$ cat config.mk
export PLATFORM = sky130hd
export DESIGN_NAME = ysyx_24090003_if_id_buf
export DESIGN_NICKNAME = d
export VERILOG_FILES = /design/src/rtl/ysyx_24090003_pkg.sv /design/src/rtl/ysyx_24090003_fifo_mem.sv /design/src/rtl/ysyx_24090003_if_id_buf.sv
export SDC_FILE = /design/constraint.sdc
export NUM_CORES = 1
export LEC_CHECK = 0
export BUFFER_PORTS_ARGS = -buffer_cell sky130_fd_sc_hd__buf_2
export CORE_MARGIN = 10
export CORE_UTILIZATION = 45
export CTS_CLUSTER_DIAMETER = 60
export DETAILED_ROUTE_END_ITERATION = 8
export PLACE_DENSITY = 0.68
export SETUP_SLACK_MARGIN = 0.02
export SLEW_MARGIN = 40
export SYNTH_ARGS = -nofsm -noshare
export SYNTH_HDL_FRONTEND = slang
export SYNTH_HIERARCHICAL = 1
export SYNTH_SLANG_ARGS = --single-unit
$ cat constraint.sdc
create_clock -name i_clk -period 2 [get_ports i_clk]
set_input_delay 0.2 -clock i_clk [delete_from_list [all_inputs] [get_ports i_clk]]
set_output_delay 0.2 -clock i_clk [all_outputs]
set_load 0.02 [all_outputs]
$ cat src/rtl/ysyx_24090003_pkg.sv
// Shared constants and types for the ysyx_24090003 core front end.
package ysyx_24090003_pkg;

  localparam int XLEN = 32;
  localparam logic [31:0] RESET_PC = 32'h8000_0000;

  typedef struct packed {
    logic [XLEN-1:0] pc;
    logic [XLEN-1:0] inst;
  } if_id_entry_t;

  function automatic if_id_entry_t mk_entry(input logic [XLEN-1:0] pc,
                                            input logic [XLEN-1:0] inst);
    if_id_entry_t e;
    e.pc   = pc;
    e.inst = inst;
    return e;
  endfunction

endpackage

$ cat src/rtl/ysyx_24090003_fifo_mem.sv
// DEPTH x W register array: synchronous write, asynchronous read, synchronous clear.
module ysyx_24090003_fifo_mem #(
  parameter int DEPTH = 2,
  parameter int W     = 64,
  parameter int AW    = $clog2(DEPTH)
) (
  input  logic          i_clk,
  input  logic          i_clr,
  input  logic          i_we,
  input  logic [AW-1:0] i_waddr,
  input  logic [W-1:0]  i_wdata,
  input  logic [AW-1:0] i_raddr,
  output logic [W-1:0]  o_rdata
);

  logic [DEPTH-1:0][W-1:0] mem;

  always_ff @(posedge i_clk) begin
    if (i_clr)     mem <= '0;
    else if (i_we) mem[i_waddr] <= i_wdata;
  end

  assign o_rdata = mem[i_raddr];

endmodule

$ cat src/rtl/ysyx_24090003_if_id_buf.sv
// IF->ID decoupling FIFO with flush; all handshake outputs registered.
// Optional perf counters enabled by YSYX_24090003_IFID_PERF_EN.
module ysyx_24090003_if_id_buf #(
  parameter int DEPTH = 2,
  parameter int XLEN  = ysyx_24090003_pkg::XLEN
) (
  input  logic            i_clk,
  input  logic            i_rst,
  input  logic            i_in_valid,
  output logic            o_in_ready,
  input  logic [XLEN-1:0] i_in_pc,
  input  logic [XLEN-1:0] i_in_inst,
  output logic            o_out_valid,
  input  logic            i_out_ready,
  output logic [XLEN-1:0] o_out_pc,
  output logic [XLEN-1:0] o_out_inst,
  input  logic            i_flush
`ifdef YSYX_24090003_IFID_PERF_EN
  ,
  output logic [31:0]     o_stall_cnt,
  output logic [31:0]     o_flush_cnt
`endif
);
  import ysyx_24090003_pkg::*;

  localparam int PW = $clog2(DEPTH);
  localparam int CW = PW + 1;
  localparam int EW = 2 * XLEN;
  localparam logic [CW-1:0] FULL = CW'(DEPTH);

  logic [PW-1:0] wptr, rptr;
  logic [CW-1:0] count, count_next;
  logic          push, pop;
  logic [EW-1:0] rdata;

  assign push = i_in_valid && o_in_ready && !i_flush;
  assign pop  = o_out_valid && i_out_ready && !i_flush;

  always_comb begin
    count_next = count;
    case ({push, pop})
      2'b10:   count_next = count + 1'b1;
      2'b01:   count_next = count - 1'b1;
      default: count_next = count;
    endcase
  end

  // Ready/valid are derived from count_next so both stay pure registers.
  always_ff @(posedge i_clk) begin
    if (i_rst || i_flush) begin
      wptr        <= '0;
      rptr        <= '0;
      count       <= '0;
      o_in_ready  <= 1'b1;
      o_out_valid <= 1'b0;
    end else begin
      if (push) wptr <= wptr + 1'b1;
      if (pop)  rptr <= rptr + 1'b1;
      count       <= count_next;
      o_in_ready  <= count_next < FULL;
      o_out_valid <= count_next != '0;
    end
  end

  ysyx_24090003_fifo_mem #(.DEPTH(DEPTH), .W(EW), .AW(PW)) u_mem (
    .i_clk   (i_clk),
    .i_clr   (i_rst),
    .i_we    (push),
    .i_waddr (wptr),
    .i_wdata ({i_in_pc, i_in_inst}),
    .i_raddr (rptr),
    .o_rdata (rdata)
  );

  assign {o_out_pc, o_out_inst} = rdata;

`ifdef YSYX_24090003_IFID_PERF_EN
  always_ff @(posedge i_clk) begin
    if (i_rst) begin
      o_stall_cnt <= '0;
      o_flush_cnt <= '0;
    end else begin
      if (i_in_valid && !o_in_ready) o_stall_cnt <= o_stall_cnt + 1'b1;
      if (i_flush)                   o_flush_cnt <= o_flush_cnt + 1'b1;
    end
  end
`endif

endmodule

== Word-level counts from Yosys, hierarchy flattened ==
Index checks and enable logic that the tools add are counted.

* Register bits after elaboration: 134
* Input port bits: 69
* Output and inout bits: 66

* $add $sub $neg: 4
* Order comparisons: 4
* Equal/unequal tests: 2
* Muxes and demuxes: 6
* Reduce and logical (&&, ||, !) cells: 8

{| class="wikitable"
|+ Operators with widths
! cell !! count
|-
| 2-to-1 mux 64 bit || 3
|-
| bitwise mux 128 bit || 1
|-
| demux 64 bit (select 1 bit) || 1
|-
| logical AND 1 bit || 5
|-
| < comparator 1 x 2 -> 1 bit (second input constant) || 2
|-
| case mux 2 bit (2 select lines) || 1
|-
| adder 1 bit (second input constant) || 2
|-
| adder 2 x 1 -> 2 bit (second input constant) || 1
|-
| == test 2 x 1 -> 1 bit (second input constant) || 1
|-
| == test 2 bit (second input constant) || 1
|-
| < comparator 2 bit (second input constant) || 1
|-
| nonzero test 2 bit || 1
|-
| subtractor 2 x 1 -> 2 bit (second input constant) || 1
|-
| greater-or-equal comparator 1 bit (second input constant) || 1
|-
| logical NOT 1 bit || 1
|-
| logical OR 1 bit || 1
|}

== Longest topological paths before layout ==
* Depth in word-level cells: 5
* Depth in mapped cells: 7

== Cells and area by module ==
Netlist, hierarchy kept.

{| class="wikitable"
|+ By module, submodules not included
! module !! instances !! cells an instance !! area an instance (µm²) !! sequential area each (µm²)
|-
| ysyx_24090003_fifo_mem || 1 || 557 || 6008.3 || 2562.5
|-
| ysyx_24090003_if_id_buf || 1 || 29 || 262.8 || 120.1
|}

== Worst setup path after synthesis ==
OpenSTA, ideal clock, no wires.

* Path type: reg-to-reg
* Start point: register o_in_ready
* End point: register count[1]
* Data arrival time: 1532 ps
* Setup slack: 353 ps
* Stages on the path, launching flop included: 6
* Path buffers: 0
* Period minus slack after synthesis: 1647 ps
* Cell sequence: dfxtp_1 nand2_1 or2_2 ha_1 o21a_1 o21a_1

* Cells in the longest elaborated chain, start to end: 4
* Elaborated cells between the ends (all ways): 5
* Those cells by class: eq/ne: 2; mux: 1; reduce/logical: 2

{| class="wikitable"
|+ Ends and longest elaborated chain
! item !! line !! RTL
|-
| start: declaration || ysyx_24090003_if_id_buf.sv:10 || <nowiki>output logic o_in_ready,</nowiki>
|-
| start signal: assignment || ysyx_24090003_if_id_buf.sv:60 || <nowiki>o_in_ready <= count_next < FULL;</nowiki>
|-
| logical AND 1 bit * (2 in a row) || ysyx_24090003_if_id_buf.sv:36 || <nowiki>assign push = i_in_valid && o_in_ready && !i_flush;</nowiki>
|-
| == test 2 x 1 -> 1 bit / == test 2 bit (equally long branches) || ysyx_24090003_if_id_buf.sv:41 || <nowiki>case ({push, pop})</nowiki>
|-
| case mux 2 bit (2 select lines) * || ysyx_24090003_if_id_buf.sv:41 ||
|-
| end signal: assignment || ysyx_24090003_if_id_buf.sv:59 || <nowiki>count <= count_next;</nowiki>
|-
| end: declaration || ysyx_24090003_if_id_buf.sv:32 || <nowiki>logic [CW-1:0] count, count_next;</nowiki>
|}

Mark *: on every way between the ends. The rest lies on a longest branch, timed or not.
A chain may end at the register's enable or synchronous reset.

== Worst setup path in the final report ==
* Start point: register rptr
* End point: output port o_out_inst[25]

* Cells in the longest elaborated chain, start to end: 2

{| class="wikitable"
|+ Ends and longest elaborated chain
! item !! line !! RTL
|-
| start: declaration || ysyx_24090003_if_id_buf.sv:31 || <nowiki>logic [PW-1:0] wptr, rptr;</nowiki>
|-
| start signal: assignment || ysyx_24090003_if_id_buf.sv:58 || <nowiki>if (pop) rptr <= rptr + 1'b1;</nowiki>
|-
| 2-to-1 mux 64 bit (not written as such) (2 in a row) || ysyx_24090003_fifo_mem.sv:23 || <nowiki>assign o_rdata = mem[i_raddr];</nowiki>
|-
| end: declaration || ysyx_24090003_if_id_buf.sv:16 || <nowiki>output logic [XLEN-1:0] o_out_inst,</nowiki>
|}

Every way passes these cells. The select of a mux whose other input is x is not followed.

==> summary.md <==
| Metric | Value |
|---|---|
| Final worst path period need | `1.79 ns` |
| # rows | `43` |
| Skew final | `0.0118 ns` |
| Cells after synthesis | `between 500 and 600` |
| Max VDD drop | `0.500 mV` |
| Router iterations before antenna repair | `4` |
| Worst Hold Slack | `between 0.06 and 0.07 ns` |
| Req. time, crit path | `between 1.5 and 2 ns` |
| Die span in y | `roughly 140 µm` |
| Sw power | `between 1 and 1.5 mW` |
| P&R area growth vs syn | `22.7%` |
| CTS tree | `yes` |
| Comb pwr share | `approximately a tenth` |
| Fin cells | `900` |
| Placed cell count | `slightly below 900` |
| Syn Std Cell Area | `6270 µm²` |
| Largest net degree at the start of global routing | `roughly 100` |
| Total die area | `around 19,000 µm²` |
| Via-per-instance ratio | `between 4 and 5` |
| Pint | `between 5 and 6 mW` |
| DR vias | `between 4,000 and 5,000` |
| Final hold viol count | `0` |
| Initial Util | `a little under half` |
| Antenna Nets Post-Route | `0` |
| Final-stage net count | `777` |
| Syn nets | `656` |
| Leakage power | `between 3 and 4 nW` |
| Crit Path Class | `reg -> out` |
| GP Congestion | `between 0.7 and 0.8` |
| Drt drc | `0` |
| Slew HR | `a little under three quarters` |
| CP max FO | `34` |
| Total power draw | `between 6 and 7 mW` |
| Seq pwr share | `a little over two fifths` |
| Final core occ | `between 50% and 60%` |
| Hpwl dp | `9.86 mm` |
| Max-cap viol count | `0` |
| Crit share post-route | `around nine tenths` |
| Layout cells sized above 1 | `33.5%` |
| # port buffers | `134` |
| Core area | `between 10,000 and 15,000 µm²` |
| Drt total wl | `14.3 mm` |
| Dpl ws | `between 0.3 and 0.4 ns` |
| Clock power share | `46.9%` |
| Post-CTS Hold Buffers | `0` |
| Fin area | `a little under 8000 µm²` |
| Vias in the first global route | `between 4,000 and 5,000` |
| Ant. Diodes | `0` |
| Final WS setup | `between 0.2 and 0.25 ns` |
| Pins Over Slew Limit | `0` |
| Synth cell types | `23` |
| Avg Inst Size Synth | `10.7 µm²` |
| HP Class | `in -> reg` |
| Worst-path clk slew | `0.06 ns` |
| DRT iter0 DRCs | `134` |
| First-pass GRT wire length | `approximately 23 mm` |
| Synthesis Warnings | `6` |
| CP endpoint kind | `output pin` |
| Setup-failing EPs final | `0` |
| # resized after CTS | `0` |
| Arrival @ worst endpoint | `between 1.5 and 2 ns` |
| Clock sink count | `approximately 130` |
| Worst Tran Pin Value | `~0.43 ns` |
| # IOs | `about 140` |
| Startpoint Class | `flip-flop` |
| Sw frac | `between 20% and 30%` |
| Setup bufs post-CTS | `0` |
| Clock Tree Buf Depth | `2` |
| Number of buffers created by CTS | `17` |
| Unrepaired setup endpoints after global routing | `no` |
| FF+latch count, synth | `approximately 130` |
| Area after DPL | `7110 µm²` |
| Post-Route Setup TNS | `0 ns` |
| WL/cell | `15.8 µm` |
| Grt ovf | `0` |
| Fmax | `559 MHz` |
| Htree depth | `4` |
| Clock Tree Root | `clkbuf_16` |
| Overall Global Routing Usage | `about 15%` |
| Cell Pwr Density | `849 nW/µm²` |
| Die width | `around 140 µm` |
| Clock Latency Late Sink | `approximately 0.4 ns` |
| Initial antenna violation count | `0` |
| Seq/Total Area, Yosys | `~43%` |
| Outcome | `completed` |
==> flip-flops by register name, summed over array words and instances, names as in the netlist <==
signal       cells
count            2
o_out_valid      1
o_in_ready       1
rptr             1
wptr             1
u_mem/mem      128
==> cells in the mapped netlist (all sizes together) <==
| cell | count | share of area (%) |
|---|---|---|
| nor2b | 1 | 0.10 |
| o21a | 2 | 0.24 |
| nor3b | 1 | 0.12 |
| clkbuf | 19 | 1.1 |
| and2 | 1 | 0.10 |
| buf | 22 | 2.3 |
| o21ai | 1 | 0.080 |
| nor3 | 1 | 0.080 |
| nand2 | 3 | 0.22 |
| or2 | 2 | 0.20 |
| nand2b | 193 | 19 |
| xor2 | 3 | 0.42 |
| mux2 | 64 | 11 |
| nor2 | 6 | 0.36 |
| inv | 1 | 0.060 |
| mux2i | 128 | 20 |
| a211oi | 1 | 0.12 |
| dfxtp | 134 | 43 |
| xnor2 | 2 | 0.28 |
| ha | 1 | 0.20 |
==> power groups by stage <==
stage | registers [mW] | clock network, mW | logic (mW)
5_1_grt | 2.82 | 3.26 | 0.716
3_3_place_gp | 2.86 | 0 | 0.654
6_report | 2.81 | 3.07 | 0.660
4_1_cts | 2.81 | 3.14 | 0.671
3_5_place_dp | 2.87 | 0 | 0.669
2_1_floorplan | 2.85 | 0 | 0.461
==> worst max-delay path: stages (launching register included) <==
cell and delay [ns]:
dfxtp_2 0.37, buf_12 0.25, mux2_2 0.38, buf_2 0.16
==> cells by family after synthesis <==
kind of cell    count (synthesis)  synth area share [%]
flops                         134                  42.8
buf+inv                        42                  3.53
fa+ha+maj                       1                 0.199
mux                           192                  31.9
xor+xnor                        5                 0.698
compound gates                  4                 0.439
simple gates                  208                  20.4
==> layout by cell type (no fill, tap or decap), drive strengths merged <==
| cell | Yosys | layout |
|---|---|---|
| nor3 | 1 | 1 |
| nor2b | 1 | 1 |
| clkinv | 0 | 5 |
| or2 | 2 | 2 |
| clkinvlp | 0 | 1 |
| ha | 1 | 1 |
| o21a | 2 | 2 |
| and2 | 1 | 1 |
| nor2 | 6 | 6 |
| mux2 | 64 | 64 |
| xor2 | 3 | 3 |
| inv | 1 | 1 |
| clkbuf | 19 | 24 |
| o21ai | 1 | 1 |
| mux2i | 128 | 128 |
| dfxtp | 134 | 134 |
| bufinv | 0 | 2 |
| buf | 22 | 143 |
| xnor2 | 2 | 2 |
| a211oi | 1 | 1 |
| nand2b | 193 | 193 |
| nor3b | 1 | 1 |
| nand2 | 3 | 3 |
==> routing by layer <==
layer / GRT usage (%) / routed length [µm] / share of wire, % / up-vias
li1: - / - / - / 2200
met2: 26.4 / 7370 / 52 / 79
met4: 5.55 / 190 / 1.3 / 0
met1: 15.5 / 6000 / 42 / 2131
met5: 0 / 0 / 0 / -
met3: 5.07 / 692 / 4.9 / 14
==> final timing paths <==
| kind | startpoint | to | slack [ns] | cells past startpoint |
|---|---|---|---|---|
| setup reg to reg | o_in_ready | u_mem/mem[22] | 0.35 | 6 |
| hold reg to reg | u_mem/mem[25] | u_mem/mem[25] | 0.47 | 2 |
| setup / recovery | rptr | o_out_inst[25] | 0.21 | 3 |
| hold / removal | i_in_pc[22] | u_mem/mem[54] | 0.07 | 3 |
==> final cells by class <==
type                    count  area (µm²)
multi-input cells         410        3380
clock inverters             8        96.3
fillers                  1237        6080
flip-flops and latches    134        2680
well taps                 180         225
repair buffers            143         816
inverters                   1        3.75
clock buffers              24         492
No activity file was read; power rests on OpenSTA's default activity.
